## src/rtl/divider_pkg.sv

```systemverilog
// -----------------------------------------------------------------------------
// divider_pkg
// Shared definitions for the multicycle restoring divider:
//   - div_state_e : FSM state encoding (IDLE / RUN / DONE)
//   - DIV_WIDTH   : default operand width
//   - DIV_CNT_W   : iteration counter width for the default operand width
// -----------------------------------------------------------------------------
package divider_pkg;

    localparam int DIV_WIDTH = 32;
    localparam int DIV_CNT_W = $clog2(DIV_WIDTH + 1);

    typedef enum logic [1:0] {
        IDLE = 2'd0,
        RUN  = 2'd1,
        DONE = 2'd2
    } div_state_e;

endpackage : divider_pkg

```

## src/rtl/div_restoring_step.sv

```systemverilog
// -----------------------------------------------------------------------------
// div_restoring_step
// One combinational iteration of restoring division on unsigned magnitudes.
// Ports:
//   rem_in   [WIDTH-1:0]  partial remainder before this iteration
//   bit_in                next dividend bit shifted into the remainder
//   dvs      [WIDTH-1:0]  divisor magnitude
//   rem_out  [WIDTH-1:0]  partial remainder after this iteration
//   q_bit                 quotient bit produced by this iteration
// -----------------------------------------------------------------------------
module div_restoring_step #(
    parameter int WIDTH = 32
) (
    input  logic [WIDTH-1:0] rem_in,
    input  logic             bit_in,
    input  logic [WIDTH-1:0] dvs,
    output logic [WIDTH-1:0] rem_out,
    output logic             q_bit
);

    logic [WIDTH:0] shifted_s;
    logic [WIDTH:0] trial_s;
    logic [WIDTH:0] result_s;
    logic           fits_s;
    logic           unused_msb_s;

    // Shift-subtract-restore: keep the trial difference only when it does not borrow.
    always_comb begin
        shifted_s = {rem_in, bit_in};
        fits_s    = (shifted_s >= {1'b0, dvs});
        trial_s   = shifted_s - {1'b0, dvs};
        if (fits_s) begin
            result_s = trial_s;
        end else begin
            result_s = shifted_s;
        end
        // The incoming remainder is always below the divisor, so the result
        // is below the divisor too and its top bit is always zero.
        rem_out = result_s[WIDTH-1:0];
        q_bit   = fits_s;
    end

    assign unused_msb_s = result_s[WIDTH];

endmodule : div_restoring_step

```

## src/rtl/divider_unit.sv

```systemverilog
// -----------------------------------------------------------------------------
// divider_unit
// Multicycle restoring divider (DIV / DIVU), one quotient bit per clock.
// Optional build macro: DIVIDER_EARLY_OUT_EN -- finish in one cycle when
// |dividend| < |divisor| (including a zero dividend).
// Ports:
//   clock, reset          rising-edge clock, synchronous active-high reset
//   start                 request, accepted only in IDLE
//   is_signed             1 = two's-complement DIV, 0 = DIVU (sampled with start)
//   dividend, divisor     operands [WIDTH-1:0] (sampled with start)
//   busy                  high while iterating (RUN)
//   done                  one-cycle completion pulse
//   quotient, remainder   results [WIDTH-1:0], held until the next completion
//   div_by_zero           divisor was zero, held with the results
// -----------------------------------------------------------------------------
module divider_unit
    import divider_pkg::*;
#(
    parameter int WIDTH = DIV_WIDTH
) (
    input  logic             clock,
    input  logic             reset,
    input  logic             start,
    input  logic             is_signed,
    input  logic [WIDTH-1:0] dividend,
    input  logic [WIDTH-1:0] divisor,
    output logic             busy,
    output logic             done,
    output logic [WIDTH-1:0] quotient,
    output logic [WIDTH-1:0] remainder,
    output logic             div_by_zero
);

    localparam int CNT_W = $clog2(WIDTH + 1);

    div_state_e       state_q, state_d;
    logic [CNT_W-1:0] cnt_q, cnt_d;
    logic [WIDTH-1:0] rem_q, rem_d;
    logic [WIDTH-1:0] dvd_q, dvd_d;   // dividend magnitude, becomes the raw quotient
    logic [WIDTH-1:0] dvs_q, dvs_d;
    logic             q_neg_q, q_neg_d;
    logic             r_neg_q, r_neg_d;
    logic [WIDTH-1:0] quotient_q, quotient_d;
    logic [WIDTH-1:0] remainder_q, remainder_d;
    logic             dbz_q, dbz_d;

    logic [WIDTH-1:0] mag_dvd_s;
    logic [WIDTH-1:0] mag_dvs_s;
    logic [WIDTH-1:0] step_rem_s;
    logic             step_qbit_s;
    logic [WIDTH-1:0] final_q_s;

    div_restoring_step #(.WIDTH(WIDTH)) u_step (
        .rem_in  (rem_q),
        .bit_in  (dvd_q[WIDTH-1]),
        .dvs     (dvs_q),
        .rem_out (step_rem_s),
        .q_bit   (step_qbit_s)
    );

    // Operand magnitudes; |MIN_INT| wraps to itself, which is correct as unsigned.
    always_comb begin
        if (is_signed && dividend[WIDTH-1]) begin
            mag_dvd_s = -dividend;
        end else begin
            mag_dvd_s = dividend;
        end
        if (is_signed && divisor[WIDTH-1]) begin
            mag_dvs_s = -divisor;
        end else begin
            mag_dvs_s = divisor;
        end
    end

    // Next-state, datapath and result fix-up logic.
    always_comb begin
        state_d     = state_q;
        cnt_d       = cnt_q;
        rem_d       = rem_q;
        dvd_d       = dvd_q;
        dvs_d       = dvs_q;
        q_neg_d     = q_neg_q;
        r_neg_d     = r_neg_q;
        quotient_d  = quotient_q;
        remainder_d = remainder_q;
        dbz_d       = dbz_q;
        final_q_s   = {dvd_q[WIDTH-2:0], step_qbit_s};

        case (state_q)
            IDLE: begin
                if (start) begin
                    dvd_d   = mag_dvd_s;
                    dvs_d   = mag_dvs_s;
                    q_neg_d = is_signed & (dividend[WIDTH-1] ^ divisor[WIDTH-1]);
                    r_neg_d = is_signed & dividend[WIDTH-1];
                    rem_d   = {WIDTH{1'b0}};
                    cnt_d   = CNT_W'(WIDTH);
                    if (divisor == {WIDTH{1'b0}}) begin
                        state_d     = DONE;
                        quotient_d  = {WIDTH{1'b1}};
                        remainder_d = dividend;
                        dbz_d       = 1'b1;
                    end
`ifdef DIVIDER_EARLY_OUT_EN
                    else if (mag_dvd_s < mag_dvs_s) begin
                        // Quotient is zero and the dividend is already the remainder.
                        state_d     = DONE;
                        quotient_d  = {WIDTH{1'b0}};
                        remainder_d = dividend;
                        dbz_d       = 1'b0;
                    end
`endif
                    else begin
                        state_d = RUN;
                    end
                end else begin
                    state_d = IDLE;
                end
            end
            RUN: begin
                rem_d = step_rem_s;
                dvd_d = final_q_s;
                cnt_d = cnt_q - {{(CNT_W-1){1'b0}}, 1'b1};
                if (cnt_q == {{(CNT_W-1){1'b0}}, 1'b1}) begin
                    // Last iteration: register the sign-corrected results so
                    // they are valid during the done cycle.
                    state_d     = DONE;
                    quotient_d  = q_neg_q ? -final_q_s : final_q_s;
                    remainder_d = r_neg_q ? -step_rem_s : step_rem_s;
                    dbz_d       = 1'b0;
                end else begin
                    state_d = RUN;
                end
            end
            DONE: begin
                state_d = IDLE;
            end
            default: begin
                state_d = IDLE;
            end
        endcase
    end

    // State and datapath registers with synchronous reset.
    always_ff @(posedge clock) begin
        if (reset) begin
            state_q     <= IDLE;
            cnt_q       <= {CNT_W{1'b0}};
            rem_q       <= {WIDTH{1'b0}};
            dvd_q       <= {WIDTH{1'b0}};
            dvs_q       <= {WIDTH{1'b0}};
            q_neg_q     <= 1'b0;
            r_neg_q     <= 1'b0;
            quotient_q  <= {WIDTH{1'b0}};
            remainder_q <= {WIDTH{1'b0}};
            dbz_q       <= 1'b0;
        end else begin
            state_q     <= state_d;
            cnt_q       <= cnt_d;
            rem_q       <= rem_d;
            dvd_q       <= dvd_d;
            dvs_q       <= dvs_d;
            q_neg_q     <= q_neg_d;
            r_neg_q     <= r_neg_d;
            quotient_q  <= quotient_d;
            remainder_q <= remainder_d;
            dbz_q       <= dbz_d;
        end
    end

    assign busy        = (state_q == RUN);
    assign done        = (state_q == DONE);
    assign quotient    = quotient_q;
    assign remainder   = remainder_q;
    assign div_by_zero = dbz_q;

endmodule : divider_unit

```

## config.mk

```make
export PLATFORM = sky130hd
export DESIGN_NAME = divider_unit
export DESIGN_NICKNAME = d
export VERILOG_FILES = /design/src/rtl/divider_pkg.sv /design/src/rtl/div_restoring_step.sv /design/src/rtl/divider_unit.sv
export SDC_FILE = /design/constraint.sdc
export NUM_CORES = 1
export LEC_CHECK = 0
export ABC_AREA = 1
export CORE_MARGIN = 5
export CORE_UTILIZATION = 44
export CTS_BUF_LIST = sky130_fd_sc_hd__clkbuf_2
export CTS_CLUSTER_DIAMETER = 30
export DETAILED_ROUTE_END_ITERATION = 12
export GPL_TIMING_DRIVEN = 0
export PLACE_DENSITY = 0.73
export SLEW_MARGIN = 20
export SYNTH_ARGS = -nofsm -noshare
export SYNTH_HDL_FRONTEND = slang
export SYNTH_HIERARCHICAL = 1
export SYNTH_SLANG_ARGS = --single-unit
```

## constraint.sdc

```tcl
create_clock -name clock -period 4.1 [get_ports clock]
set_clock_uncertainty 0.2 [all_clocks]
set_input_delay 1.23 -clock clock [delete_from_list [all_inputs] [get_ports clock]]
set_output_delay 1.23 -clock clock [all_outputs]
set_load 0.005 [all_outputs]
```

## After elaboration in Yosys (flattened, before gate mapping)

Cells that the tools add are included.

| cells by class | value |
|---|---|
| bitwise operators | 3 |
| $lt $le $gt $ge | 1 |
| add/sub/neg operators | 6 |
| reductions and logical operators | 8 |
| mux-type cells | 27 |
| eq/ne operators | 6 |

Operators with widths:

| cell | count |
|---|---|
| two-way mux 32 bit | 13 |
| case mux 32 bit (2 select lines) | 4 |
| negation 32 bit | 4 |
| >= comparator 33 x 32 -> 1 bit | 1 |
| zero test 32 bit | 1 |
| subtractor 32 bit | 1 |
| case mux 6 bit (2 select lines) | 1 |
| equality test 6 x 1 -> 1 bit, second input constant | 1 |
| two-way mux 2 bit | 3 |
| two-way mux 6 bit | 1 |
| subtractor 6 x 1 -> 6 bit, second input constant | 1 |
| inequality test 2 bit, second input constant | 2 |
| case mux 2 bit (2 select lines) | 1 |
| AND reduction 2 bit | 2 |
| AND reduction 4 bit | 1 |
| two-way mux 1 bit | 3 |
| bitwise AND 1 bit | 2 |
| equality test 2 x 1 -> 1 bit, second input constant | 1 |
| equality test 2 bit, second input constant | 1 |
| logical AND 1 bit | 2 |
| zero test 2 bit | 1 |
| inequality test 2 x 1 -> 1 bit, second input constant | 1 |
| case mux 1 bit (2 select lines) | 1 |
| nonzero test 2 bit | 1 |
| bitwise XOR 1 bit | 1 |

| word-level totals | value |
|---|---|
| logic and storage cells | 61 |
| register bits | 171 |
| output and inout bits | 67 |

## Longest topological paths before layout

Gate-level depths: netlist of the first run.

| logic depth | value |
|---|---|
| depth in word-level cells | 6 |
| mapped depth | 26 |

## By module

The synthesis of the first run kept the hierarchy.

Modules (own cells, without submodules):

| module | sequential area each (um2) | area each (um2) | cells an instance | instances |
|---|---|---|---|---|
| divider_unit | 3423.3 | 10247.3 | 1671 | 1 |
| div_restoring_step | 0.0 | 3183.1 | 652 | 1 |

## Least setup slack after synthesis of the first run

Ideal clock, no wire load.

| path | value |
|---|---|
| path type | register -> register |
| start | register dvs_q[3] |
| end | register remainder_q[26], in the netlist remainder[26] |
| library setup time | 0.113 ns |
| stages on the path, launching flop included | 26 |
| path buffers | 0 |
| path slack | 1.009 ns |
| data arrival time | 2.778 ns |
| cell sequence | dfxtp_1 inv_1 ha_1 nand2_2 inv_1 nand2_1 nand2_1 nand2_1 nand3_2 nand2_2 nand2_2 nand2_4 nand2_8 nand2_1 o21ai_0 inv_1 ha_1 nand3_1 nor2_1 nand4_1 nand2_1 nand2_1 nand2_1 nand3_1 nor2_1 nor2_1 |

| between the ends | value |
|---|---|
| cells in the longest elaborated chain, start to end | 6 |

Ends and longest elaborated chain:

| element | line | RTL |
|---|---|---|
| start, declared | divider_unit.sv:40 | `logic [WIDTH-1:0] dvs_q, dvs_d;` |
| start signal, assigned | divider_unit.sv:151 | `dvs_q <= {WIDTH{1'b0}};` |
| start signal, assigned | divider_unit.sv:162 | `dvs_q <= dvs_d;` |
| >= comparator 33 x 32 -> 1 bit | div_restoring_step.sv:30 | `fits_s = (shifted_s >= {1'b0, dvs});` |
| two-way mux 32 bit | div_restoring_step.sv:32 | `if (fits_s) begin` |
| named net step_rem_s[1] | divider_unit.sv:49 | `logic [WIDTH-1:0] step_rem_s;` |
| negation 32 bit | divider_unit.sv:129 | `remainder_d = r_neg_q ? -step_rem_s : step_rem_s;` |
| two-way mux 32 bit | divider_unit.sv:129 |  |
| two-way mux 32 bit | divider_unit.sv:124 | `if (cnt_q == {{(CNT_W-1){1'b0}}, 1'b1}) begin` |
| case mux 32 bit (2 select lines) | divider_unit.sv:89 | `case (state_q)` |
| end signal, assigned | divider_unit.sv:155 | `remainder_q <= {WIDTH{1'b0}};` |
| end signal, assigned | divider_unit.sv:166 | `remainder_q <= remainder_d;` |
| end, declared | divider_unit.sv:44 | `logic [WIDTH-1:0] remainder_q, remainder_d;` |

The timed path passes the listed nets, and every way through them passes these cells. The select of a mux whose other input is x is not followed.
A chain may end at the register's enable or synchronous reset.

## Final worst setup path of the first run

| path | value |
|---|---|
| start | register state_q[0] |
| end | output busy |

| between the ends | value |
|---|---|
| cells in the longest elaborated chain, start to end | 1 |

Ends and longest elaborated chain:

| element | line | RTL |
|---|---|---|
| start, declared | divider_unit.sv:36 | `div_state_e state_q, state_d;` |
| start signal, assigned | divider_unit.sv:158 | `state_q <= state_d;` |
| equality test 2 x 1 -> 1 bit | divider_unit.sv:171 | `assign busy = (state_q == RUN);` |
| end, declared | divider_unit.sv:27 | `output logic busy,` |

No other way between the ends.

==> results of run 1 <==
==> flip-flops by register name (all words and copies together), names as in the netlist <==
register / count
q_neg_q: 1
quotient: 32
dvs_q: 32
r_neg_q: 1
dvd_q: 32
div_by_zero: 1
rem_q: 32
remainder: 32
state_q: 2
cnt_q: 6
==> cell families (layout without fill, tap and decap cells) <==
group,count (synthesis),in the layout,synth area share (%)
AND/OR/NAND/NOR,1353,1353,43.2
buffers and inverters,392,556,11.8
AO/OA/AOI/OAI,330,330,13.3
flip-flops,171,171,25.5
adder cells (fa/ha/maj),39,39,3.69
XOR/XNOR,38,38,2.48
other,0,2,0
==> synthesized netlist by cell type, types with 3 or more instances <==
master and instances:
o221ai_1 3, nand4_1 35, inv_1 300, buf_6 5, o21ai_1 33, a31oi_1 18, o21ai_0 111, nor2_1 348
buf_4 3, xnor2_1 9, a211oi_1 3, inv_2 3, nand3_1 200, or2_2 5, xor2_1 29, nand3b_1 17
nand3_2 17, nor3_2 3, nor2_4 4, buf_1 3, dfxtp_1 171, a22oi_1 13, clkbuf_1 42, nor2_2 11
o211ai_1 6, nand2_2 5, o21bai_1 3, nand2_1 656, nor3_1 37, o21a_1 5, and2_1 8, buf_2 31
ha_1 38, a21oi_1 127
==> worst paths after layout <==
kind	startpoint	endpoint	slack, ns
max	state_q[0]	busy	0.17
min	cnt_q[1]	cnt_q[1]	0.29
max reg2reg	dvs_q[21]	remainder[5]	0.29
min reg2reg	cnt_q[1]	cnt_q[1]	0.29
==> worst min-delay path, delay by kind of cell, from the launching register on <==
family,cells,cell delay [ns]
and+or+nand+nor,1,0.06
DFF,1,0.39
AOI/OAI and AO/OA,1,0.05
==> metal layers <==
metal	up-vias	routed length, um
li1	7743	-
met2	726	23700
met5	-	0
met4	0	1710
met3	117	4130
met1	7369	23300
==> through the flow <==
stage | util [%] | hold WS [ns]
6_report | 51.2 | 0.290
3_3_place_gp | 50.3 | 0.251
5_1_grt | 51.2 | 0.310
4_1_cts | 51.1 | 0.291
3_5_place_dp | 50.3 | 0.257
2_1_floorplan | - | 0.241
==> final cells by class <==
class / instances / share of cell area (%)
Multi-Input combinational cell: 1760 / 54.4
Timing Repair Buffer: 133 / 8.56
Buffer: 85 / 2.80
Tap cell: 396 / 3.19
Antenna cell: 2 / 0.0322
Clock inverter: 15 / 1.08
Clock buffer: 17 / 0.547
Inverter: 306 / 7.42
Sequential cell: 171 / 22.0
==> repair_timing <==
action                                  CTS  global route
hold buffers                              0             0
resized for setup                         2            14
endpoints found under the setup margin    1            29
==> power by group <==
| part | leakage (nW) | internal [mW] | switching [mW] |
|---|---|---|---|
| clock network | 0.150 | 0.214 | 0.740 |
| logic | 5.76 | 1.37 | 2.93 |
| registers | 1.40 | 1.83 | 0.142 |
| total | 7.31 | 3.41 | 3.82 |
==> run_results.csv, run 1 <==
group,metric,value,unit
status,run_status,"completed",
power_and_ir_drop,power,7.23,mW
logic_synthesis,yosys_warnings,6,
layout,layout.nets,2581,
power_and_ir_drop,peakVddDrop,0.000255,V
global_routing,use_met1,42.5,%
drt,drc,0,
logic_synthesis,synth_cells,2323,
timing,finalCritPeriodShare,95.7,%
logic_synthesis,synth_top_cell_area_share,25.5,%
setup_path,critPathBufInv,3,
drt,dr.pass1.iters,7,
drt,drtAntennaViolNets,0,
floorplanning,dieArea,34100,um2
global_routing,gr-total-overflow,0,
layout,final_layout_size_suffix_gt1_share,5.63,%
clock_network,cts_num_sinks,171,
logic_synthesis,syn-mean-instance-area,5.78,um2
setup_path,ff2ff_path_depth,22,
layout,final_cell_mix,"nand2_1, nor2_1, inv_1, nand3_1, dfxtp_1",
logic_synthesis,synth_area,13400,um2
placement,portBuffers,133,
timing,tns,0,ns
drt,wirelength,52.8,mm
setup_path,cp_max_fo,19,
floorplanning,die_h,185,um
hold_path,holdPathStages,2,
layout,design_area,15600,um2
logic_synthesis,synth_top_area_cell,"dfxtp_1",
drt,drtIter0Drc,1567,
timing,period_minus_slack,3.93,ns
clock_network,clk_latency,0.85,ns
timing,postLayoutSetupSlackWorst,0.175,ns
logic_synthesis,yosys_most_used_dff,"dfxtp_1",
clock_network,clk_path_buf_depth,2,
timing,tightest_slew,0.838,ns
setup_path,path_cells,"nand2_2, inv_4, buf_4, clkdlybuf4s50_1",
global_routing,grt_pass1_wl,81.4,mm
placement,dp_cells,2852,
floorplanning,rows,64,
floorplanning,die_w,185,um
floorplanning,initial_utilization,44.3,%
hold_path,min_path_type,"flip-flop to flip-flop",
clock_network,clkTransAtPathRegs,0.30,ns
setup_path,critPathArrivalTime,2.50,ns
logic_synthesis,synth_nets,2430,
clock_network,cts_tree,"yes",
placement,place_area,15300,um2
global_routing,antenna_found_initial,1,
power_and_ir_drop,p_leak,7.31,nW
layout,final_common_cell,"nand2_1",
timing,max_freq,255,MHz
setup_path,crit_cells,4,
layout,ff_latch_area,3420,um2
timing,finalSetupViolations,0,
logic_synthesis,async_flop_share,0,%
logic_synthesis,synth_edf_count,0,
global_routing,busiest_layer,"met2",
setup_path,cp-start-kind,"flip-flop",
timing,final-max-slew-violation-count,0,
global_routing,first_global_vias,14800,
timing,timing.slew.headroom,44.1,%
clock_network,cts_root_buf,"clkbuf_2",
logic_synthesis,synth.area.top_cells,"dfxtp_1, nand2_1, nor2_1",
setup_path,critical_path.top_delay_family,"buffers and inverters",
floorplanning,fp.coreArea,30300,um2
clock_network,cts_setup_buffers,0,
global_routing,met2_usage,49.1,%
drt,viasPerCell,5.53,
layout,multi_input_area,8460,um2
timing,hold_violations,0,
placement,hpwlAfterDp,43.5,mm
job,maxCapViolCount,0,
layout,areaGrowthSynthToFinish,15.8,%
layout,stdcell_count,2885,
setup_path,end_kind,"output pin",
global_routing,grt_max_degree,20,
clock_network,cts-htree-levels,4,
drt,num_vias,16000,
logic_synthesis,ys_ff_latch,171,
placement,place_congestion,1.00,
logic_synthesis,synth_cell_type_count,48,
timing,rsz0062_at_grt,"no",
setup_path,worst-setup-path-type,"flip-flop to output pin",
placement,dp_slack,0.0937,ns
layout,nFillCells,3233,
global_routing,use_met3,4.12,%
logic_synthesis,yosysSeqAreaShare,25.5,%
setup_path,worst_path_largest_cell_delay,0.55,ns
drt,wire_per_inst,18.3,um
floorplanning,ios,135,
setup_path,crit_slowest_cell,"clkdlybuf4s50_1",
global_routing,track_usage,30.5,%
clock_network,cts_made_buffers,17,
power_and_ir_drop,p_per_area,465,nW/um2
setup_path,required,2.67,ns
Power figures use the tool's default switching activity.
==> run 2, diff against run 1 <==
Settings changed: CAP_MARGIN from default to 20.
==> results of run 2 <==
The final DEF is identical to that of run 1; final timing and power are the same.
